[src/rtl/spi_pkg.sv]
`default_nettype none
// ============================================================================
//  Module      : spi_pkg
//  Description : Shared SPI definitions (FSM state encoding, default width).
//  Revision    : 1.0 - initial release
// ============================================================================
package spi_pkg;

    // Default transfer word width in bits
    localparam int c_DATA_W_DEFAULT = 8;

    // Shift-register control states
    typedef enum logic [1:0] {
        ST_IDLE   = 2'd0,
        ST_LOAD   = 2'd1,
        ST_ACTIVE = 2'd2,
        ST_DONE   = 2'd3
    } spi_state_t;

endpackage : spi_pkg
`default_nettype wire

[src/rtl/spi_shift_register.sv]
`default_nettype none
// ============================================================================
//  Module      : spi_shift_register
//  Description : SPI data path. Serialises a word onto mosi_o and assembles a
//                word from miso_i, paced by the baud generator's drive and
//                sample strobes. LSB/MSB-first order is fixed per transfer.
//  Revision    : 1.0 - initial release
// ============================================================================
module spi_shift_register
    import spi_pkg::*;
#(
    parameter int DATA_W = c_DATA_W_DEFAULT
) (
    input  logic              PCLK,
    input  logic              PRESET_n,
    input  logic              ss_i,
    input  logic              send_data_i,
    input  logic              lsbfe_i,
    input  logic [DATA_W-1:0] data_mosi_i,
    input  logic              miso_i,
    input  logic              mosi_send_sclk_i,
    input  logic              mosi_send_sclk0_i,
    input  logic              miso_receive_sclk_i,
    input  logic              miso_receive_sclk0_i,
    output logic              mosi_o,
    output logic [DATA_W-1:0] data_miso_o,
    output logic              rx_valid_o,
    output logic              busy_o
);

    localparam int                 c_CNT_W    = $clog2(DATA_W + 1);
    localparam logic [c_CNT_W-1:0] c_CNT_MAX  = c_CNT_W'(DATA_W);
    localparam logic [c_CNT_W-1:0] c_CNT_LAST = c_CNT_W'(DATA_W - 1);
    localparam logic [c_CNT_W-1:0] c_CNT_ONE  = c_CNT_W'(1);

    spi_state_t          r_state;
    logic [DATA_W-1:0]   r_tx_buf;
    logic [DATA_W-1:0]   r_rx_buf;
    logic [c_CNT_W-1:0]  r_tx_cnt;
    logic [c_CNT_W-1:0]  r_rx_cnt;
    logic                r_lsbfe;
    logic                r_mosi;
    logic [DATA_W-1:0]   r_data_miso;
    logic                r_rx_valid;
    logic                r_busy;

    logic                w_shift_tick;
    logic                w_sample_tick;
    logic [c_CNT_W-1:0]  w_tx_idx;
    logic [c_CNT_W-1:0]  w_rx_idx;
    logic                w_tx_bit;
    logic [DATA_W-1:0]   w_rx_next;

    // Bit position addressed by the n-th transferred bit in the latched order
    function automatic logic [c_CNT_W-1:0] f_idx(input logic [c_CNT_W-1:0] n,
                                                 input logic             lsb);
        return lsb ? n : (c_CNT_W'(DATA_W - 1) - n);
    endfunction

    // Strobe merge, outgoing bit select and incoming word with the new bit merged
    always_comb begin
        w_shift_tick  = mosi_send_sclk_i | mosi_send_sclk0_i;
        w_sample_tick = miso_receive_sclk_i | miso_receive_sclk0_i;
        w_tx_idx      = f_idx(r_tx_cnt, r_lsbfe);
        w_rx_idx      = f_idx(r_rx_cnt, r_lsbfe);
        w_tx_bit      = 1'b0;
        w_rx_next     = r_rx_buf;
        for (int b = 0; b < DATA_W; b++) begin
            if (w_tx_idx == c_CNT_W'(b)) begin
                w_tx_bit = r_tx_buf[b];
            end
            if (w_rx_idx == c_CNT_W'(b)) begin
                w_rx_next[b] = miso_i;
            end
        end
    end

    // Transfer FSM with all data-path registers and registered outputs
    always_ff @(posedge PCLK or negedge PRESET_n) begin
        if (!PRESET_n) begin
            r_state     <= ST_IDLE;
            r_tx_buf    <= '0;
            r_rx_buf    <= '0;
            r_tx_cnt    <= '0;
            r_rx_cnt    <= '0;
            r_lsbfe     <= 1'b0;
            r_mosi      <= 1'b0;
            r_data_miso <= '0;
            r_rx_valid  <= 1'b0;
            r_busy      <= 1'b0;
        end else begin
            case (r_state)
                ST_IDLE: begin
                    r_rx_valid <= 1'b0;
                    if (send_data_i && !ss_i) begin
                        r_state <= ST_LOAD;
                        r_busy  <= 1'b1;
                    end
                end

                ST_LOAD: begin
                    if (ss_i) begin
                        r_state <= ST_IDLE;
                        r_busy  <= 1'b0;
                    end else begin
                        r_tx_buf <= data_mosi_i;
                        r_lsbfe  <= lsbfe_i;
                        r_tx_cnt <= '0;
                        r_rx_cnt <= '0;
                        r_state  <= ST_ACTIVE;
                    end
                end

                ST_ACTIVE: begin
                    if (ss_i) begin
                        // Slave deselected: drop the partial word silently
                        r_state <= ST_IDLE;
                        r_busy  <= 1'b0;
                    end else begin
                        // Drive and sample are independent and may coincide
                        if (w_shift_tick && (r_tx_cnt < c_CNT_MAX)) begin
                            r_mosi   <= w_tx_bit;
                            r_tx_cnt <= r_tx_cnt + c_CNT_ONE;
                        end
                        if (w_sample_tick) begin
                            r_rx_buf <= w_rx_next;
                            r_rx_cnt <= r_rx_cnt + c_CNT_ONE;
                            if (r_rx_cnt == c_CNT_LAST) begin
                                r_data_miso <= w_rx_next;
                                r_rx_valid  <= 1'b1;
                                r_state     <= ST_DONE;
                            end
                        end
                    end
                end

                ST_DONE: begin
                    r_rx_valid <= 1'b0;
                    r_busy     <= 1'b0;
                    r_state    <= ST_IDLE;
                end

                default: begin
                    r_rx_valid <= 1'b0;
                    r_busy     <= 1'b0;
                    r_state    <= ST_IDLE;
                end
            endcase
        end
    end

    assign mosi_o      = r_mosi;
    assign data_miso_o = r_data_miso;
    assign rx_valid_o  = r_rx_valid;
    assign busy_o      = r_busy;

endmodule : spi_shift_register
`default_nettype wire

[config.mk]
export PLATFORM = sky130hd
export DESIGN_NAME = spi_shift_register
export DESIGN_NICKNAME = d
export VERILOG_FILES = /design/src/rtl/spi_pkg.sv /design/src/rtl/spi_shift_register.sv
export SDC_FILE = /design/constraint.sdc
export NUM_CORES = 1
export LEC_CHECK = 0
export CAP_MARGIN = 20
export CELL_PAD_IN_SITES_DETAIL_PLACEMENT = 1
export CELL_PAD_IN_SITES_GLOBAL_PLACEMENT = 2
export CORE_AREA = 2 2 90 84
export CTS_BUF_LIST = sky130_fd_sc_hd__clkbuf_8
export DETAILED_ROUTE_END_ITERATION = 16
export DIE_AREA = 0 0 92 86
export PLACE_DENSITY_LB_ADDON = 0.1
export SYNTH_ARGS = -nofsm -noshare
export SYNTH_HDL_FRONTEND = slang
export SYNTH_SLANG_ARGS = --single-unit
[constraint.sdc]
create_clock -name PCLK -period 1.65 [get_ports PCLK]
set_input_delay 0.165 -clock PCLK [delete_from_list [all_inputs] [get_ports PCLK]]
set_output_delay 0.165 -clock PCLK [all_outputs]
set_load 0.03 [all_outputs]
==> metrics.md, run 1 <==
| Metric | Value |
|---|---|
| Clock H-tree levels | `2` |
| Worst IR drop on VDD | `538 uV` |
| Worst reg2reg path endpoint | `r_rx_buf[2]` |
| Number of antenna violations at the first check in global routing | `0` |
| Cell with the largest stage delay on the worst path | `dfrtp_2` |
| Launch instance of the worst register-to-register path | `r_rx_cnt[0]` |
| Count of clock tree sinks | `38` |
| Number of vias after detailed routing | `1,880` |
| Time the final worst path needs with I/O delays and setup | `1.75 ns` |
| Total iterations of the first detailed-routing run | `4` |
| Antenna Violating Nets Remaining | `0` |
| Utilization after layout | `48.6%` |
| Via count of the first global-routing pass | `2,064` |
| Top library cells by usage in the layout, fill and taps aside | `buf_4 (39), dfrtp_1 (34), clkdlybuf4s50_1 (27)` |
| Number of synthesized flops with an enable pin | `0` |
| Gate count of the mapped netlist | `212` |
| Hold Violations, Final | `0` |
| Final worst-path cycle share | `106%` |
| Leading cell type in the layout, fill and taps excluded | `buf_4` |
| Routed len/inst | `16.2 um` |
| Net count of the mapped netlist | `236` |
| Outcome | `complete, but fails checks` |
| Reg2reg setup slack | `-0.10 ns` |
| Share of cells above drive strength 1 | `40.0%` |
| Die extent in y | `86 um` |
| Fin cells | `378` |
| Peak per-stage delay on the critical path | `0.47 ns` |
| Placeable core area | `0.00689 mm2` |
| Wire length of the first global-routing pass | `10,100 um` |
| Hold crit path type | `input pin to async pin` |
| Layout-stage area growth over the synthesis result | `49.3%` |
| Sequential fraction of the synthesis area | `42.4%` |
| Max Slew Vio Count | `0` |
| Post-detailed-route DRC marker count | `0` |
| Number of antenna cells inserted | `0` |
| Estimated wirelength of the detail-placed design | `3910 um` |
| RSZ-0062 raised after global routing | `true` |
| Longest Clk Path Bufs | `2` |
| Synthesized area per cell | `10.6 um2` |
| Classification of the worst setup path | `register to register` |
| Global route overflow | `0` |
| Data arrival time at the worst-slack endpoint | `1.93 ns` |
| Number of instances in the placed design | `348` |
| Max Freq | `0.570 GHz` |
| Worst Setup Start Kind | `register` |
| Die area | `0.00791 mm2` |
| Global Route Usage Sum | `15.9%` |
| Worst-Margin Slew | `0.590 ns` |
| Normalized max-slew margin | `60.5%` |
| Number of rows created at floorplan | `29` |
| Worst reg-to-reg path cell count | `5` |
| Clock network latency to the later pin of the worst-skew pair | `0.29 ns` |
| FF+latch count, synth | `38` |
| Max-capacitance violation count | `0` |
| Failing checks | `setup timing` |
| Netlist Area Pre-Place | `0.00224 mm2` |
| P per Cell Area | `1240 mW/mm2` |
| Finish-stage setup viols | `10` |
| Count of buffers inserted at the top-level ports | `28` |
| Synth unique cells | `49` |
| Worst-case clock skew | `0.00762 ns` |
| Number of nets in the final layout | `309` |
| DRC marker count from the first detailed-route iteration | `34` |
| Area post-placement | `0.00283 mm2` |
| Largest fanout of any net on the critical path | `7` |
| Layout Cell Area excl Fill | `0.00335 mm2` |
| CTS tree | `built` |
| Share of async-settable or async-resettable flops after synthesis | `100%` |
| Global placer's final weighted congestion | `0.735` |
| Yosys warnings | `0` |
| Starting density of the core | `32.6%` |
| Endpoint required time on the critical path | `1.83 ns` |
| Width of the chip | `92 um` |
| Leakage power total | `1.37 nW` |
| Clock transition at the registers of the reported paths | `0.08 ns` |
| Worst-case setup margin in the final layout | `-0.105 ns` |
| Cells along the critical path | `buf_4 -> and4bb_1 -> o21bai_1 -> or3_1 -> mux2_4` |
| Main synth FF type | `dfrtp_1` |
| Vias per std cell | `4.97` |
| Clock root buffer | `clkbuf_8` |
| Total clock buffers created by CTS | `5` |
| Total wirelength of the detailed-routed design | `6110 um` |
| Maximum number of pins on one net before global-route repair | `39` |
| Kind of end point of the critical path | `register` |
| Io pins | `29` |
[cell type report]
cell class | count | area [um2]
fillers | 762 | 3540
inverters | 8 | 30.0
flip-flops and latches | 38 | 956
multi-input cells | 153 | 1420
well taps | 93 | 116
clock buffers | 5 | 68.8
clock inverters | 2 | 11.3
repair buffers | 79 | 747
[power by group]
part / leakage, nW / switching [mW] / internal [mW] / total, mW
clock network: 0.0414 / 0.333 / 0.284 / 0.617
registers: 0.495 / 0.240 / 1.16 / 1.40
logic: 0.838 / 0.934 / 1.19 / 2.13
[kinds of logic after synthesis]
| kind of cell | synth area share, % |
|---|---|
| compound gates | 12.7 |
| xor+xnor | 0.390 |
| fa+ha+maj | 3.34 |
| buf+inv | 5.13 |
| flops | 42.4 |
| mux | 18.3 |
| simple gates | 17.8 |
[Yosys cell counts, drive strengths merged (2+ instances only)]
master | n | area [um2]
dfrtp | 38 | 951
mux2 | 20 | 240
a21oi | 19 | 114
nand2 | 18 | 67.6
mux2i | 17 | 170
nor2 | 12 | 47.6
buf | 10 | 73.8
o21ai | 10 | 50.1
inv | 8 | 30.0
ha | 6 | 75.1
nand2b | 4 | 25.0
nand3 | 4 | 20.0
nand4b | 4 | 35.0
nand4bb | 4 | 45.0
or4b | 4 | 43.8
clkbuf | 3 | 11.3
nor3 | 3 | 15.0
and4bb | 2 | 25.0
nor2b | 2 | 12.5
nor4 | 2 | 18.8
o21a | 2 | 15.0
o21ba | 2 | 20.0
or3 | 2 | 12.5
or4 | 2 | 18.8
[worst max-delay path by stage]
stage	start	slack [ns]	depth (start not counted)	endpoint
2_1_floorplan	r_lsbfe	-0.03	5	r_rx_buf[7]
3_3_place_gp	r_rx_cnt[0]	-0.10	4	r_rx_buf[5]
3_5_place_dp	r_rx_cnt[0]	-0.18	4	r_rx_buf[0]
4_1_cts	r_rx_cnt[2]	-0.07	4	data_miso_o[6]
5_1_grt	r_rx_cnt[0]	-0.15	5	r_rx_buf[2]
6_report	r_rx_cnt[0]	-0.10	5	r_rx_buf[2]
[critical path: cells and delay by family (launching register included)]
family	cells	cell delay (ns)
compound gates	1	0.10
flops	1	0.47
mux	1	0.31
buf+inv	1	0.16
simple gates	2	0.60
[what timing repair did]
item                                    CTS  global route
endpoints found under the setup margin   21            35
hold endpoints to repair                 38             0
cloned                                    0             2
hold buffers                              1             0
buffers inserted                         14             6
pin swaps                                 5            11
gates resized for setup                  18            40
[stage by stage]
stage	TNS, ns	power, mW	worst slack [ns]	hold WS, ns
2_1_floorplan	-0.103	2.39	-0.0281	-0.131
3_3_place_gp	-0.934	2.93	-0.103	0.151
3_5_place_dp	-2.14	3.03	-0.180	0.156
4_1_cts	-0.371	3.88	-0.0688	0.398
5_1_grt	-1.35	4.46	-0.154	0.412
6_report	-0.531	4.14	-0.105	0.388
[routing by layer]
metal,global-route usage (%),share of wire (%),vias to the layer above
met3,3.60,2.0,5
met2,29.5,55,18
met5,0,0,-
met1,18.9,43,945
li1,-,-,912
met4,3.12,0.57,0
[registers in the layout, summed over array words and instances (netlist names)]
signal / flops
r_tx_cnt: 4
r_lsbfe: 1
busy_o: 1
r_rx_buf: 8
data_miso_o: 8
r_rx_cnt: 4
r_state: 2
rx_valid_o: 1
mosi_o: 1
r_tx_buf: 8
Power figures use the tool's default switching activity.
==> run 2: changes to the inputs <==
--- a/config.mk
+++ b/config.mk
@@ -13,6 +13,7 @@
 export DETAILED_ROUTE_END_ITERATION = 16
 export DIE_AREA = 0 0 92 86
 export PLACE_DENSITY_LB_ADDON = 0.1
+export SLEW_MARGIN = 20
 export SYNTH_ARGS = -nofsm -noshare
 export SYNTH_HDL_FRONTEND = slang
 export SYNTH_SLANG_ARGS = --single-unit
==> results of run 2 <==
No change in the layout: final DEF, timing and power equal those of run 1.
==> run 3: changes to the inputs <==
--- a/config.mk
+++ b/config.mk
@@ -13,7 +13,6 @@
 export DETAILED_ROUTE_END_ITERATION = 16
 export DIE_AREA = 0 0 92 86
 export PLACE_DENSITY_LB_ADDON = 0.1
-export SLEW_MARGIN = 20
 export SYNTH_ARGS = -nofsm -noshare
 export SYNTH_HDL_FRONTEND = slang
 export SYNTH_SLANG_ARGS = --single-unit
==> results of run 3 <==
No change in the layout: final DEF, timing and power equal those of run 1.
